`src/rtl/nlp_update_sched.sv`:
```
// nlp_update_sched
// Single-write-port scheduler for the next-line predictor table.
// IF3 may offer two updates per cycle (slot 0 then slot 1); they are buffered
// in an in-order circular queue. A backend resolution update always wins the
// write port; otherwise the queue head is drained, one entry per cycle.
// Optional feature macro: NLP_UPD_COALESCE_EN -- an IF3 update whose pc
// already sits in the queue rewrites that entry's tgt/bim/take in place
// instead of taking a new slot.
module nlp_update_sched #(
    parameter int DEPTH = 4,
    parameter int CNT_W = 16
) (
    input  logic                     clk,
    input  logic                     rst,
    input  logic                     flush,
    input  logic                     if3_v0,
    input  logic                     if3_v1,
    input  logic [31:0]              if3_pc0,
    input  logic [31:0]              if3_pc1,
    input  logic [31:0]              if3_tgt0,
    input  logic [31:0]              if3_tgt1,
    input  logic [1:0]               if3_bim0,
    input  logic [1:0]               if3_bim1,
    input  logic                     if3_take0,
    input  logic                     if3_take1,
    input  logic                     be_v,
    input  logic [31:0]              be_pc,
    input  logic [31:0]              be_tgt,
    input  logic [1:0]               be_bim,
    input  logic                     be_take,
    output logic                     wr_v,
    output logic [31:0]              wr_pc,
    output logic [31:0]              wr_tgt,
    output logic [1:0]               wr_bim,
    output logic                     wr_take,
    output logic [$clog2(DEPTH):0]   q_cnt,
    output logic [CNT_W-1:0]         drop_cnt
);

    localparam int PW = $clog2(DEPTH);
    localparam int CW = PW + 1;

`ifdef NLP_UPD_COALESCE_EN
    localparam bit COALESCE_EN = 1'b1;
`else
    localparam bit COALESCE_EN = 1'b0;
`endif

    // Queue storage and pointers
    logic [31:0]    pc_q   [DEPTH];
    logic [31:0]    tgt_q  [DEPTH];
    logic [1:0]     bim_q  [DEPTH];
    logic           take_q [DEPTH];
    logic [PW-1:0]  head_q, head_d;
    logic [PW-1:0]  tail_q, tail_d;
    logic [CW-1:0]  count_q, count_d;
    logic [CNT_W-1:0] drop_q, drop_d;

    // Write port registers
    logic           wr_v_q, wr_v_d;
    logic [31:0]    wr_pc_q, wr_pc_d;
    logic [31:0]    wr_tgt_q, wr_tgt_d;
    logic [1:0]     wr_bim_q, wr_bim_d;
    logic           wr_take_q, wr_take_d;

    // Per-cycle decisions
    logic           pop_s;
    logic [CW-1:0]  free_s;
    logic [PW-1:0]  rel_s [DEPTH];
    logic [DEPTH-1:0] entry_live_s;
    logic           hit0_s, hit1_s;
    logic [PW-1:0]  hidx0_s, hidx1_s;
    logic           we0_s, we1_s;
    logic [PW-1:0]  widx0_s, widx1_s;
    logic           acc0_s, acc1_s;
    logic           drop0_s, drop1_s;
    logic [CNT_W:0] drop_sum_s;

    // Pop happens only when the backend leaves the port idle and no flush is pending
    always_comb begin
        pop_s  = (!flush) && (!be_v) && (count_q != {CW{1'b0}});
        free_s = CW'(DEPTH) - count_q;
    end

    // Mark queued entries eligible for coalescing (occupied and not being popped)
    always_comb begin
        for (int i = 0; i < DEPTH; i++) begin
            rel_s[i]        = PW'(i) - head_q;
            entry_live_s[i] = ({1'b0, rel_s[i]} < count_q) &&
                              !(pop_s && (PW'(i) == head_q));
        end
    end

    // Search the live entries for a pc match on each incoming slot
    always_comb begin
        hit0_s  = 1'b0;
        hit1_s  = 1'b0;
        hidx0_s = {PW{1'b0}};
        hidx1_s = {PW{1'b0}};
        for (int i = 0; i < DEPTH; i++) begin
            if (COALESCE_EN && entry_live_s[i] && (pc_q[i] == if3_pc0) && !hit0_s) begin
                hit0_s  = 1'b1;
                hidx0_s = PW'(i);
            end else begin
                hit0_s  = hit0_s;
            end
            if (COALESCE_EN && entry_live_s[i] && (pc_q[i] == if3_pc1) && !hit1_s) begin
                hit1_s  = 1'b1;
                hidx1_s = PW'(i);
            end else begin
                hit1_s  = hit1_s;
            end
        end
    end

    // Enqueue / coalesce / drop decision for slot 0 then slot 1
    always_comb begin
        we0_s   = 1'b0;
        we1_s   = 1'b0;
        widx0_s = tail_q;
        widx1_s = tail_q;
        acc0_s  = 1'b0;
        acc1_s  = 1'b0;
        drop0_s = 1'b0;
        drop1_s = 1'b0;
        if (!flush && if3_v0) begin
            if (hit0_s) begin
                we0_s   = 1'b1;
                widx0_s = hidx0_s;
            end else if (free_s != {CW{1'b0}}) begin
                we0_s   = 1'b1;
                widx0_s = tail_q;
                acc0_s  = 1'b1;
            end else begin
                drop0_s = 1'b1;
            end
        end else begin
            we0_s = 1'b0;
        end
        if (!flush && if3_v1) begin
            if (hit1_s) begin
                we1_s   = 1'b1;
                widx1_s = hidx1_s;
            end else if (COALESCE_EN && acc0_s && (if3_pc1 == if3_pc0)) begin
                // slot 1 folds into the entry slot 0 is creating this cycle
                we1_s   = 1'b1;
                widx1_s = tail_q;
            end else if (free_s > {{(CW-1){1'b0}}, acc0_s}) begin
                we1_s   = 1'b1;
                widx1_s = tail_q + PW'(acc0_s);
                acc1_s  = 1'b1;
            end else begin
                drop1_s = 1'b1;
            end
        end else begin
            we1_s = 1'b0;
        end
    end

    // Next pointers, occupancy and saturating drop counter
    always_comb begin
        drop_sum_s = {1'b0, drop_q} + (CNT_W+1)'(drop0_s) + (CNT_W+1)'(drop1_s);
        if (drop_sum_s[CNT_W]) begin
            drop_d = {CNT_W{1'b1}};
        end else begin
            drop_d = drop_sum_s[CNT_W-1:0];
        end
        if (flush) begin
            head_d  = {PW{1'b0}};
            tail_d  = {PW{1'b0}};
            count_d = {CW{1'b0}};
        end else begin
            head_d  = head_q + PW'(pop_s);
            tail_d  = tail_q + PW'(acc0_s) + PW'(acc1_s);
            count_d = count_q + CW'(acc0_s) + CW'(acc1_s) - CW'(pop_s);
        end
    end

    // Write-port arbitration: backend first, then queue head, else hold fields
    always_comb begin
        wr_v_d    = 1'b0;
        wr_pc_d   = wr_pc_q;
        wr_tgt_d  = wr_tgt_q;
        wr_bim_d  = wr_bim_q;
        wr_take_d = wr_take_q;
        if (be_v) begin
            wr_v_d    = 1'b1;
            wr_pc_d   = be_pc;
            wr_tgt_d  = be_tgt;
            wr_bim_d  = be_bim;
            wr_take_d = be_take;
        end else if (pop_s) begin
            wr_v_d    = 1'b1;
            wr_pc_d   = pc_q[head_q];
            wr_tgt_d  = tgt_q[head_q];
            wr_bim_d  = bim_q[head_q];
            wr_take_d = take_q[head_q];
        end else begin
            wr_v_d    = 1'b0;
        end
    end

    // Control and output registers
    always_ff @(posedge clk or posedge rst) begin
        if (rst) begin
            head_q    <= {PW{1'b0}};
            tail_q    <= {PW{1'b0}};
            count_q   <= {CW{1'b0}};
            drop_q    <= {CNT_W{1'b0}};
            wr_v_q    <= 1'b0;
            wr_pc_q   <= 32'h0000_0000;
            wr_tgt_q  <= 32'h0000_0000;
            wr_bim_q  <= 2'b01;
            wr_take_q <= 1'b0;
        end else begin
            head_q    <= head_d;
            tail_q    <= tail_d;
            count_q   <= count_d;
            drop_q    <= drop_d;
            wr_v_q    <= wr_v_d;
            wr_pc_q   <= wr_pc_d;
            wr_tgt_q  <= wr_tgt_d;
            wr_bim_q  <= wr_bim_d;
            wr_take_q <= wr_take_d;
        end
    end

    // Queue storage writes; slot 1 is applied after slot 0 so it wins on a shared entry
    always_ff @(posedge clk or posedge rst) begin
        if (rst) begin
            for (int i = 0; i < DEPTH; i++) begin
                pc_q[i]   <= 32'h0000_0000;
                tgt_q[i]  <= 32'h0000_0000;
                bim_q[i]  <= 2'b01;
                take_q[i] <= 1'b0;
            end
        end else begin
            if (we0_s) begin
                pc_q[widx0_s]   <= if3_pc0;
                tgt_q[widx0_s]  <= if3_tgt0;
                bim_q[widx0_s]  <= if3_bim0;
                take_q[widx0_s] <= if3_take0;
            end
            if (we1_s) begin
                pc_q[widx1_s]   <= if3_pc1;
                tgt_q[widx1_s]  <= if3_tgt1;
                bim_q[widx1_s]  <= if3_bim1;
                take_q[widx1_s] <= if3_take1;
            end
        end
    end

    assign wr_v     = wr_v_q;
    assign wr_pc    = wr_pc_q;
    assign wr_tgt   = wr_tgt_q;
    assign wr_bim   = wr_bim_q;
    assign wr_take  = wr_take_q;
    assign q_cnt    = count_q;
    assign drop_cnt = drop_q;

endmodule

```
`config.mk`:
```
export PLATFORM = sky130hd
export DESIGN_NAME = nlp_update_sched
export DESIGN_NICKNAME = d
export VERILOG_FILES = /design/src/rtl/nlp_update_sched.sv
export SDC_FILE = /design/constraint.sdc
export NUM_CORES = 1
export LEC_CHECK = 0
export CORE_AREA = 2 2 191 193
export DETAILED_ROUTE_END_ITERATION = 10
export DIE_AREA = 0 0 193 195
export DONT_BUFFER_PORTS = 1
export PLACE_DENSITY = 0.79
export REMOVE_ABC_BUFFERS = 1
export SLEW_MARGIN = 5
export SYNTH_ARGS = -nofsm -noshare
export SYNTH_HDL_FRONTEND = slang
export SYNTH_SLANG_ARGS = --single-unit
```
`constraint.sdc`:
```
create_clock -name clk -period 28.5 [get_ports clk]
set_input_delay 2.85 -clock clk [delete_from_list [all_inputs] [get_ports clk]]
set_output_delay 2.85 -clock clk [all_outputs]
set_load 0.02 [all_outputs]
```
==> run metrics, run 1 <==
Die W=193 µm; number of global-route vias before repair=13700; Final Util=0.558; commonest non-fill, non-tap cell in the layout=dfrtp_1; Core ar.=35400 µm²; Slew HR=0.287; vias=13000; Area growth, synth to finish=8.04%; area of the multi-input gates=8720 µm²; # Post-CTS Setup Buffers=0; Post-CTS Resized=0; Clock transition at path regs=0.06 ns; GRT overflow=0; final-report setup violation count=0; CP Class=primary input to flop; Worst Hold Class=flop to flop; hold_buf cts=0; Slew Viols, Final=0; Syn. warnings=0; placed inst area=18500 µm²; Hold Path End=pc_q[41]; worst flop-to-flop path startpoint=q_cnt[0]; period utilisation layout=0.190; Leak Pwr=8.60 nW; VDD IR max=0.0000745 V; Reg2Reg Depth=15; setup TNS=0 ns; post-route ant nets=0; Worst-Skew Late Latency=0.56 ns; TritonCTS clock tree=yes; Reg area=9000 µm²; CTS Sinks=359; launch point of the critical path=flush; fin worst setup slack=23.09 ns; sequential element share of the synthesized area=0.492; mean area per synthesized cell=10.5 µm²; Place WS=22.53 ns; drt wl/cell=21.3 µm; first-pass GRT wire length=72.8 mm; Detailed Routing Iterations Pass 1=5; gpl congestion=0.822; Hold Path Cell Cnt=2; Max FO, Critical Path=13; die area=37600 µm²; crit path DAT=5.87 ns; clock skew=0.0151 ns; GRT Total Usage=0.246; Tmin final=5.41 ns; flops & latches, synth=359; r2r setup slk=24.38 ns; CTS max path bufs=3; Starting Density=0.516; vias per std cell=5.99; Mapped Cells=1745; H-tree depth=2; initial antenna violation count=1; Nets=1891; largest net degree at the start of global routing=177; max incr delay on CP=0.51 ns; drt initial violations=816; post-detail-place hpwl=28.2 mm; kind of start point of the critical path=primary input; CTS Root Cell=clkbuf_16; detailed-route DRC error count=0; max cap viols=0; Placed Cells=2092; crit-path cells=or3b_1, inv_1, ha_1, or2_1, nand3_1, fa_1, inv_1, ha_1, nand2_1, nor2_1, nand3_1, o21ai_0; Placement Rows=69; crit path buf inv count=2; RSZ-0062 raised after global routing=no; Fillers=2948; worst slew pin tran=1.07 ns; TritonCTS Buffers=39; io pins=294; post-synthesis cell type count=37; Routed WL=46.1 mm; Top Family by Delay on Critical Path=simple AND/OR/NAND/NOR gates; mapped cell area=18300 µm²; Peak Freq=185 MHz; Worst EP required=28.96 ns; final non-filler cell total=2165; I/O Buffers=0; pwr dens=101 nW/µm²; Reg-to-Reg End=drop_cnt[6]; Hold Crit Start=pc_q[41]; crit end category=flop; chip height=195 µm; status=completed; design area=19700 µm²; Critical Path Slowest Stage Cell=or3b_1; share of cells above drive strength 1=0.0981; most frequent cells in the layout=dfrtp_1, mux2i_1, a21oi_1, nand2_1, nor2_1; final hold vios=0
[through the flow]
stage | power (mW) | hold WS (ns)
after floorplan | 1.36 | 0.510
after global placement | 1.46 | 0.526
after detailed placement | 1.50 | 0.538
after CTS | 2.00 | 0.554
after global routing | 2.12 | 0.565
final | 1.99 | 0.547
[area by class of cell]
| class | instances | share of cell area |
|---|---|---|
| flip-flops and latches | 359 | 0.456 |
| multi-input cells | 1241 | 0.441 |
| clock buffers | 56 | 0.0567 |
| well taps | 461 | 0.0292 |
| repair buffers | 20 | 0.00824 |
| clock inverters | 15 | 0.00589 |
| inverters | 11 | 0.00247 |
| diodes | 2 | 0.000254 |
[registers in the layout, summed over array words and instances (netlist names)]
register,cells
bim_q,8
drop_cnt,16
head_q,2
pc_q,128
q_cnt,3
tail_q,2
take_q,4
tgt_q,128
wr_bim,2
wr_pc,32
wr_take,1
wr_tgt,32
wr_v,1
[worst min-delay path, stage by stage, from the launching register on]
cell and delay, ns:
dfrtp_1 0.34, mux2i_1 0.07, o21ai_1 0.11
[where the power goes]
group | leakage (nW) | switching (mW) | total, mW | internal (mW)
clock network | 0.612 | 0.208 | 0.492 | 0.284
logic | 3.67 | 0.308 | 0.595 | 0.287
registers | 4.31 | 0.170 | 0.899 | 0.729
[metal layers]
layer  wire (µm)  part of all wire  global-route usage  vias up
met1       18100              0.39               0.309     6422
met2       22500              0.49               0.400      484
li1            -                 -                   -     5979
met5           0                 0                   0        -
met3        4240             0.092              0.0758       89
met4        1320             0.029              0.0940        0
[cell usage after synthesis]
master / n / area, µm²
mux4_2: 67 / 1510
o21ai_0: 87 / 435
nand4_1: 3 / 18.8
inv_1: 11 / 41.3
nand2b_1: 4 / 25.0
buf_4: 11 / 82.6
xnor2_1: 11 / 96.3
nor3b_2: 1 / 12.5
o2111ai_1: 2 / 17.5
clkbuf_1: 75 / 282
mux2i_1: 269 / 2690
a2111oi_4: 2 / 55.1
or2_1: 1 / 6.26
nor2_1: 146 / 548
o21ai_1: 50 / 250
mux2_2: 1 / 11.3
or3b_1: 1 / 8.76
fa_1: 3 / 60.1
nor2b_1: 73 / 457
nand3b_1: 3 / 22.5
and3_1: 2 / 12.5
nor3_2: 1 / 10.0
a41oi_1: 1 / 8.76
nor4_1: 1 / 6.26
nand2_1: 216 / 811
a31oi_1: 2 / 12.5
nand3_1: 7 / 35.0
ha_1: 9 / 113
a21oi_1: 268 / 1340
buf_1: 11 / 41.3
dfstp_2: 5 / 131
buf_6: 1 / 11.3
or2_2: 1 / 6.26
nor3_1: 4 / 20.0
buf_2: 36 / 180
xor2_1: 5 / 43.8
dfrtp_1: 354 / 8860
[how the worst max path moves through the flow]
stage                  end  slack, ns  cells after the start
6_report       drop_cnt[6]      23.09                     12
5_1_grt        drop_cnt[1]      22.76                     12
4_1_cts        drop_cnt[6]      23.12                     12
3_5_place_dp   drop_cnt[6]      22.53                     12
3_3_place_gp   drop_cnt[6]      22.68                     12
2_1_floorplan     bim_q[1]      15.70                      1
[kinds of logic (layout without fill, tap and decap cells)]
family	Yosys count	after routing	synth area share
buf+inv	145	102	0.0349
flops	359	359	0.492
xor+xnor	16	16	0.00767
other cells	0	2	0
compound gates	412	412	0.116
mux	337	337	0.231
simple gates	464	464	0.109
fa+ha+maj	12	12	0.00945
No activity file was read; power rests on OpenSTA's default activity.
==> run 2, diff against run 1 <==
==> constraint.sdc (replaced) <==
create_clock -name clk -period 5.6 [get_ports clk]
set_input_delay 0.56 -clock clk [delete_from_list [all_inputs] [get_ports clk]]
set_output_delay 0.56 -clock clk [all_outputs]
set_load 0.02 [all_outputs]
==> run metrics, run 2 (synthesis results as in run 1) <==
clock skew=0.0141 ns (was 0.0151 ns); H-tree depth=2 (unchanged); CTS max path bufs=3 (unchanged); Worst-Skew Late Latency=0.54 ns (was 0.56 ns); Final Util=0.561 (was 0.558); CTS Root Cell=clkbuf_16 (unchanged); worst slew pin tran=0.954 ns (was 1.07 ns); Post-CTS Resized=0 (unchanged); Slew HR=0.364 (was 0.287); drt initial violations=852 (was 816); post-detail-place hpwl=27.6 mm (was 28.2 mm); Nets=1891 (unchanged); final non-filler cell total=2161 (was 2165); largest net degree at the start of global routing=137 (was 177); chip height=195 µm (unchanged); GRT overflow=0 (unchanged); vias=12900 (was 13000); commonest non-fill, non-tap cell in the layout=dfrtp_1 (unchanged); RSZ-0062 raised after global routing=no (unchanged); Die W=193 µm (unchanged); period utilisation layout=0.736; initial antenna violation count=1 (unchanged); gpl congestion=0.811 (was 0.822); Worst Hold Class=primary input to async pin (was flop to flop); io pins=294 (unchanged); crit path DAT=4.58 ns (was 5.87 ns); kind of start point of the critical path=flop (was primary input); first-pass GRT wire length=73.6 mm (was 72.8 mm); Core ar.=35400 µm² (unchanged); Max FO, Critical Path=13 (unchanged); TritonCTS clock tree=yes (unchanged); crit end category=flop (unchanged); Detailed Routing Iterations Pass 1=6 (was 5); CP Class=flop to flop (was primary input to flop); top flop regs=pc_q: 128 flops, tgt_q: 128 flops (unchanged); Tmin final=4.12 ns; share of cells above drive strength 1=0.0948 (was 0.0981); Area growth, synth to finish=8.59% (was 8.04%); pwr dens=517 nW/µm² (was 101 nW/µm²); Starting Density=0.516 (unchanged); Leak Pwr=8.63 nW (was 8.60 nW); TritonCTS Buffers=40 (was 39); VDD IR max=0.000406 V (was 0.0000745 V); Worst EP required=6.05 ns (was 28.96 ns); # Post-CTS Setup Buffers=0 (unchanged); detailed-route DRC error count=0 (unchanged); die area=37600 µm² (unchanged); max cap viols=0 (unchanged); final hold vios=0 (unchanged); number of global-route vias before repair=13400 (was 13700); most frequent cells in the layout=dfrtp_1, mux2i_1, a21oi_1, nand2_1, nor2_1 (unchanged); I/O Buffers=0 (unchanged); Placed Cells=2091 (was 2092); post-route ant nets=0 (unchanged); drt wl/cell=21.4 µm (was 21.3 µm); Placement Rows=69 (unchanged); CTS Sinks=359 (unchanged); GRT Total Usage=0.249 (was 0.246); hold_buf cts=0 (unchanged); Slew Viols, Final=0 (unchanged); Peak Freq=243 MHz; final-report setup violation count=0 (unchanged); status=completed (unchanged); Clock transition at path regs=0.06 ns (about the same); vias per std cell=5.97 (was 5.99); Routed WL=46.2 mm (was 46.1 mm); Fillers=2923 (was 2948)
==> run 2: power breakdown <==
part | switching [mW] | internal (mW) | total [mW]
Combinational | 1.58 | 1.48 | 3.06
Clock | 1.05 | 1.58 | 2.62
Sequential | 0.867 | 3.71 | 4.58
Total | 3.49 | 6.77 | 10.3
==> run 2: path summary, 6_finish.rpt <==
| check | cells past startpoint | startpoint | to | slack [ns] |
|---|---|---|---|---|
| min in group clk | 1 | flush | q_cnt[2] | 0.08 |
| hold / removal | 1 | rst | tgt_q[84] | 0.01 |
| hold reg to reg | 2 | pc_q[37] | pc_q[37] | 0.55 |
| setup reg to reg | 15 | q_cnt[1] | drop_cnt[6] | 1.48 |
| max in group asynchronous | 2 | rst | tgt_q[57] | 4.33 |
| setup / recovery | 15 | q_cnt[1] | drop_cnt[6] | 1.48 |
==> run 2: metal layers <==
metal  vias up  track usage  share of wire
met2       408        0.411           0.49
met4         0       0.0831          0.023
met5         -            0              0
li1       5961            -              -
met1      6467        0.323           0.42
met3        72       0.0573          0.076
==> run 2: critical path: stages, from the launching register on <==
cell and delay [ns]:
dfrtp_1 0.55, inv_1 0.09, ha_1 0.21, ha_1 0.19, or3b_1 0.48, inv_1 0.20, ha_1 0.19, or2_1 0.22
nand3_1 0.13, fa_1 0.44, inv_1 0.07, ha_1 0.22, nand2_1 0.13, nor2_1 0.28, nand3_1 0.43, o21ai_0 0.20
==> run 2: area by class of cell <==
type | count | area (µm²) | area share
flip-flops and latches | 359 | 9000 | 0.453
clock inverters | 9 | 129 | 0.00649
clock buffers | 60 | 1170 | 0.0588
well taps | 461 | 577 | 0.0291
diodes | 1 | 2.50 | 0.000126
multi-input cells | 1241 | 8720 | 0.439
inverters | 11 | 48.8 | 0.00246
repair buffers | 19 | 205 | 0.0103
==> run 2: stage by stage <==
stage | TNS [ns] | cell area, µm² | setup slack (ns) | power (mW) | hold slack, ns
6_report | 0 | 19800 | 1.48 | 10.3 | 0.0115
5_1_grt | 0 | 19800 | 1.16 | 10.9 | 0.0543
4_1_cts | 0 | 19800 | 1.48 | 10.3 | 0.0472
3_5_place_dp | 0 | 18500 | 1.51 | 7.67 | 0.534
3_3_place_gp | 0 | 18500 | 1.66 | 7.45 | 0.528
2_1_floorplan | -1962.18 | 17700 | -4.91 | 6.94 | 0.510
==> run 3, diff against run 2 <==
--- a/config.mk
+++ b/config.mk
@@ -9,7 +9,7 @@
 export DETAILED_ROUTE_END_ITERATION = 10
 export DIE_AREA = 0 0 193 195
 export DONT_BUFFER_PORTS = 1
-export PLACE_DENSITY = 0.79
+export PLACE_DENSITY = 0.81
 export REMOVE_ABC_BUFFERS = 1
 export SLEW_MARGIN = 5
 export SYNTH_ARGS = -nofsm -noshare
==> constraint.sdc (replaced) <==
create_clock -name clk -period 3.67 [get_ports clk]
set_input_delay 0.367 -clock clk [delete_from_list [all_inputs] [get_ports clk]]
set_output_delay 0.367 -clock clk [all_outputs]
set_load 0.02 [all_outputs]
==> run metrics, run 3 (synthesis results as in run 1) <==
worst slew pin tran=0.983 ns (was 0.954 ns); total power after layout=16.2 mW (was 10.3 mW); Max FO, Critical Path=5 (was 13); vias=14400 (was 12900); number of global-route vias before repair=15300 (was 13400); Placement Rows=69 (unchanged); # Post-CTS Setup Buffers=0 (unchanged); Top Family by Delay on Critical Path=adder cells (was simple AND/OR/NAND/NOR gates); crit path DAT=3.84 ns (was 4.58 ns); Slew Viols, Final=0 (unchanged); status=completed (unchanged); gpl congestion=0.843 (was 0.811); Worst-Skew Late Latency=0.55 ns (was 0.54 ns); max incr delay on CP=0.45 ns (was 0.55 ns); final-report setup violation count=0 (unchanged); crit-path cells=inv_1, ha_1, ha_1, or3b_1, inv_2, ha_1, or2_1, nand3_1, fa_1, inv_1, ha_1, nand2_1, nor2_4, a31oi_1, a41oi_1 (was inv_1, ha_1, ha_1, or3b_1, inv_1, ha_1, or2_1, nand3_1, fa_1, inv_1, ha_1, nand2_1, nor2_1, nand3_1, o21ai_0); TritonCTS clock tree=yes (unchanged); Final Util=0.612 (was 0.561); Detailed Routing Iterations Pass 1=7 (was 6); period utilisation layout=0.925 (was 0.736); design area=21700 µm² (was 19800 µm²); Leak Pwr=9.39 nW (was 8.63 nW); GRT overflow=0 (unchanged); detailed-route DRC error count=0 (unchanged); Die W=193 µm (unchanged); Slew HR=0.344 (was 0.364); post-detail-place hpwl=28.9 mm (was 27.6 mm); final hold vios=0 (unchanged); Area growth, synth to finish=18.5% (was 8.59%); crit path buf inv count=3 (unchanged); most frequent cells in the layout=dfrtp_1, mux2i_1, a21oi_1, nand2_1, dlygate4sd3_1 (was dfrtp_1, mux2i_1, a21oi_1, nand2_1, nor2_1); vias per std cell=6.15 (was 5.97); largest net degree at the start of global routing=133 (was 137); CTS max path bufs=3 (unchanged); Starting Density=0.516 (unchanged); Tmin final=3.40 ns (was 4.12 ns); clock skew=0.0134 ns (was 0.0141 ns); CTS Root Cell=clkbuf_16 (unchanged); initial antenna violation count=3 (was 1); VDD IR max=0.000463 V (was 0.000406 V); Clock transition at path regs=0.05 ns (was 0.06 ns); io pins=294 (unchanged); Hold Worst Slack=0.0181 ns (was 0.0115 ns); crit end category=flop (unchanged); Worst Hold Class=primary input to flop (was primary input to async pin); chip height=195 µm (unchanged); Nets=2063 (was 1891); Routed WL=51.9 mm (was 46.2 mm); kind of start point of the critical path=flop (unchanged); commonest non-fill, non-tap cell in the layout=dfrtp_1 (unchanged); CP Class=flop to flop (unchanged); share of cells above drive strength 1=0.0984 (was 0.0948); drt wl/cell=22.2 µm (was 21.4 µm); die area=37600 µm² (unchanged); Critical Path Slowest Stage Cell=fa_1 (was dfrtp_1); RSZ-0062 raised after global routing=no (unchanged); GRT Total Usage=0.277 (was 0.249); max cap viols=0 (unchanged); Peak Freq=294 MHz (was 243 MHz); I/O Buffers=0 (unchanged); TritonCTS Buffers=40 (unchanged); pwr dens=746 nW/µm² (was 517 nW/µm²); post-route ant nets=0 (unchanged); top flop regs=pc_q: 128 flops, tgt_q: 128 flops (unchanged); placed inst area=18700 µm² (was 18500 µm²); CTS Sinks=359 (unchanged); Core ar.=35400 µm² (unchanged); most used cell, CP=ha_1 (unchanged); drt initial violations=1134 (was 852); Worst EP required=4.11 ns (was 6.05 ns); H-tree depth=2 (unchanged); setup TNS=0 ns (unchanged); first-pass GRT wire length=81.8 mm (was 73.6 mm)
-- run 3: cell count changes in the layout (fill, tap and decap cells not counted), sizes merged --
cell,change
clkbuf,-4
bufinv,-1
dlygate4sd3,+158
diode,+2
clkinvlp,+1
buf,+14
clkinv,+3
-- run 3: timing repair --
item	CTS	global route
pin swaps	0	0
hold buffers	158	0
endpoints found under the hold margin	452	0
setup endpoints to repair	9	16
resized for setup	1	5
-- run 3: final timing paths --
kind	startpoint	endpoint	slack (ns)	depth (start not counted)
worst max-delay path	q_cnt[0]	drop_cnt[14]	0.27	15
worst min-delay path	be_tgt[23]	wr_tgt[23]	0.02	2
worst max register to register	q_cnt[0]	drop_cnt[14]	0.27	15
worst min register to register	pc_q[50]	pc_q[50]	0.55	2
max in group asynchronous	rst	tgt_q[95]	2.09	3
min in group asynchronous	rst	wr_pc[5]	0.49	2
-- run 3: worst register-to-register path: stages (launching register included) --
cell     delay [ns]
dfrtp_1        0.34
inv_1          0.09
ha_1           0.25
ha_1           0.20
or3b_1         0.40
inv_2          0.13
ha_1           0.17
or2_1          0.12
nand3_1        0.10
fa_1           0.45
inv_1          0.08
ha_1           0.24
nand2_1        0.17
nor2_4         0.21
a31oi_1        0.11
a41oi_1        0.24
-- run 3: report_power, final --
part	switching (mW)	total, mW	internal [mW]
Combinational	2.67	5.14	2.47
Sequential	1.36	7.02	5.66
Clock	1.64	4.00	2.36
Total	5.66	16.2	10.5
-- run 3: cell type report --
type                    count  area (µm²)
repair buffers            191        1990
multi-input cells        1241        8740
fillers                  2612       13700
inverters                  11        48.8
clock buffers              56        1170
clock inverters            12         119
well taps                 461         577
diodes                      3        7.51
flip-flops and latches    359        9000
-- run 3: per-stage QoR --
| step | cells | setup WS [ns] |
|---|---|---|
| 2_1_floorplan | 1611 | -6.65 |
| 3_3_place_gp | 2105 | 0.198 |
| 3_5_place_dp | 2105 | 0.0266 |
| 4_1_cts | 2331 | 0.0959 |
| 5_1_grt | 2334 | 0.0671 |
| 6_report | 2334 | 0.274 |
-- run 3: metal layers --
metal	wire, µm	vias to the layer above	part of all wire	GRT usage
met3	4620	145	0.089	0.0620
met4	1580	0	0.030	0.113
li1	-	6322	-	-
met1	20100	7150	0.39	0.348
met5	0	-	0	0
met2	25500	743	0.49	0.464
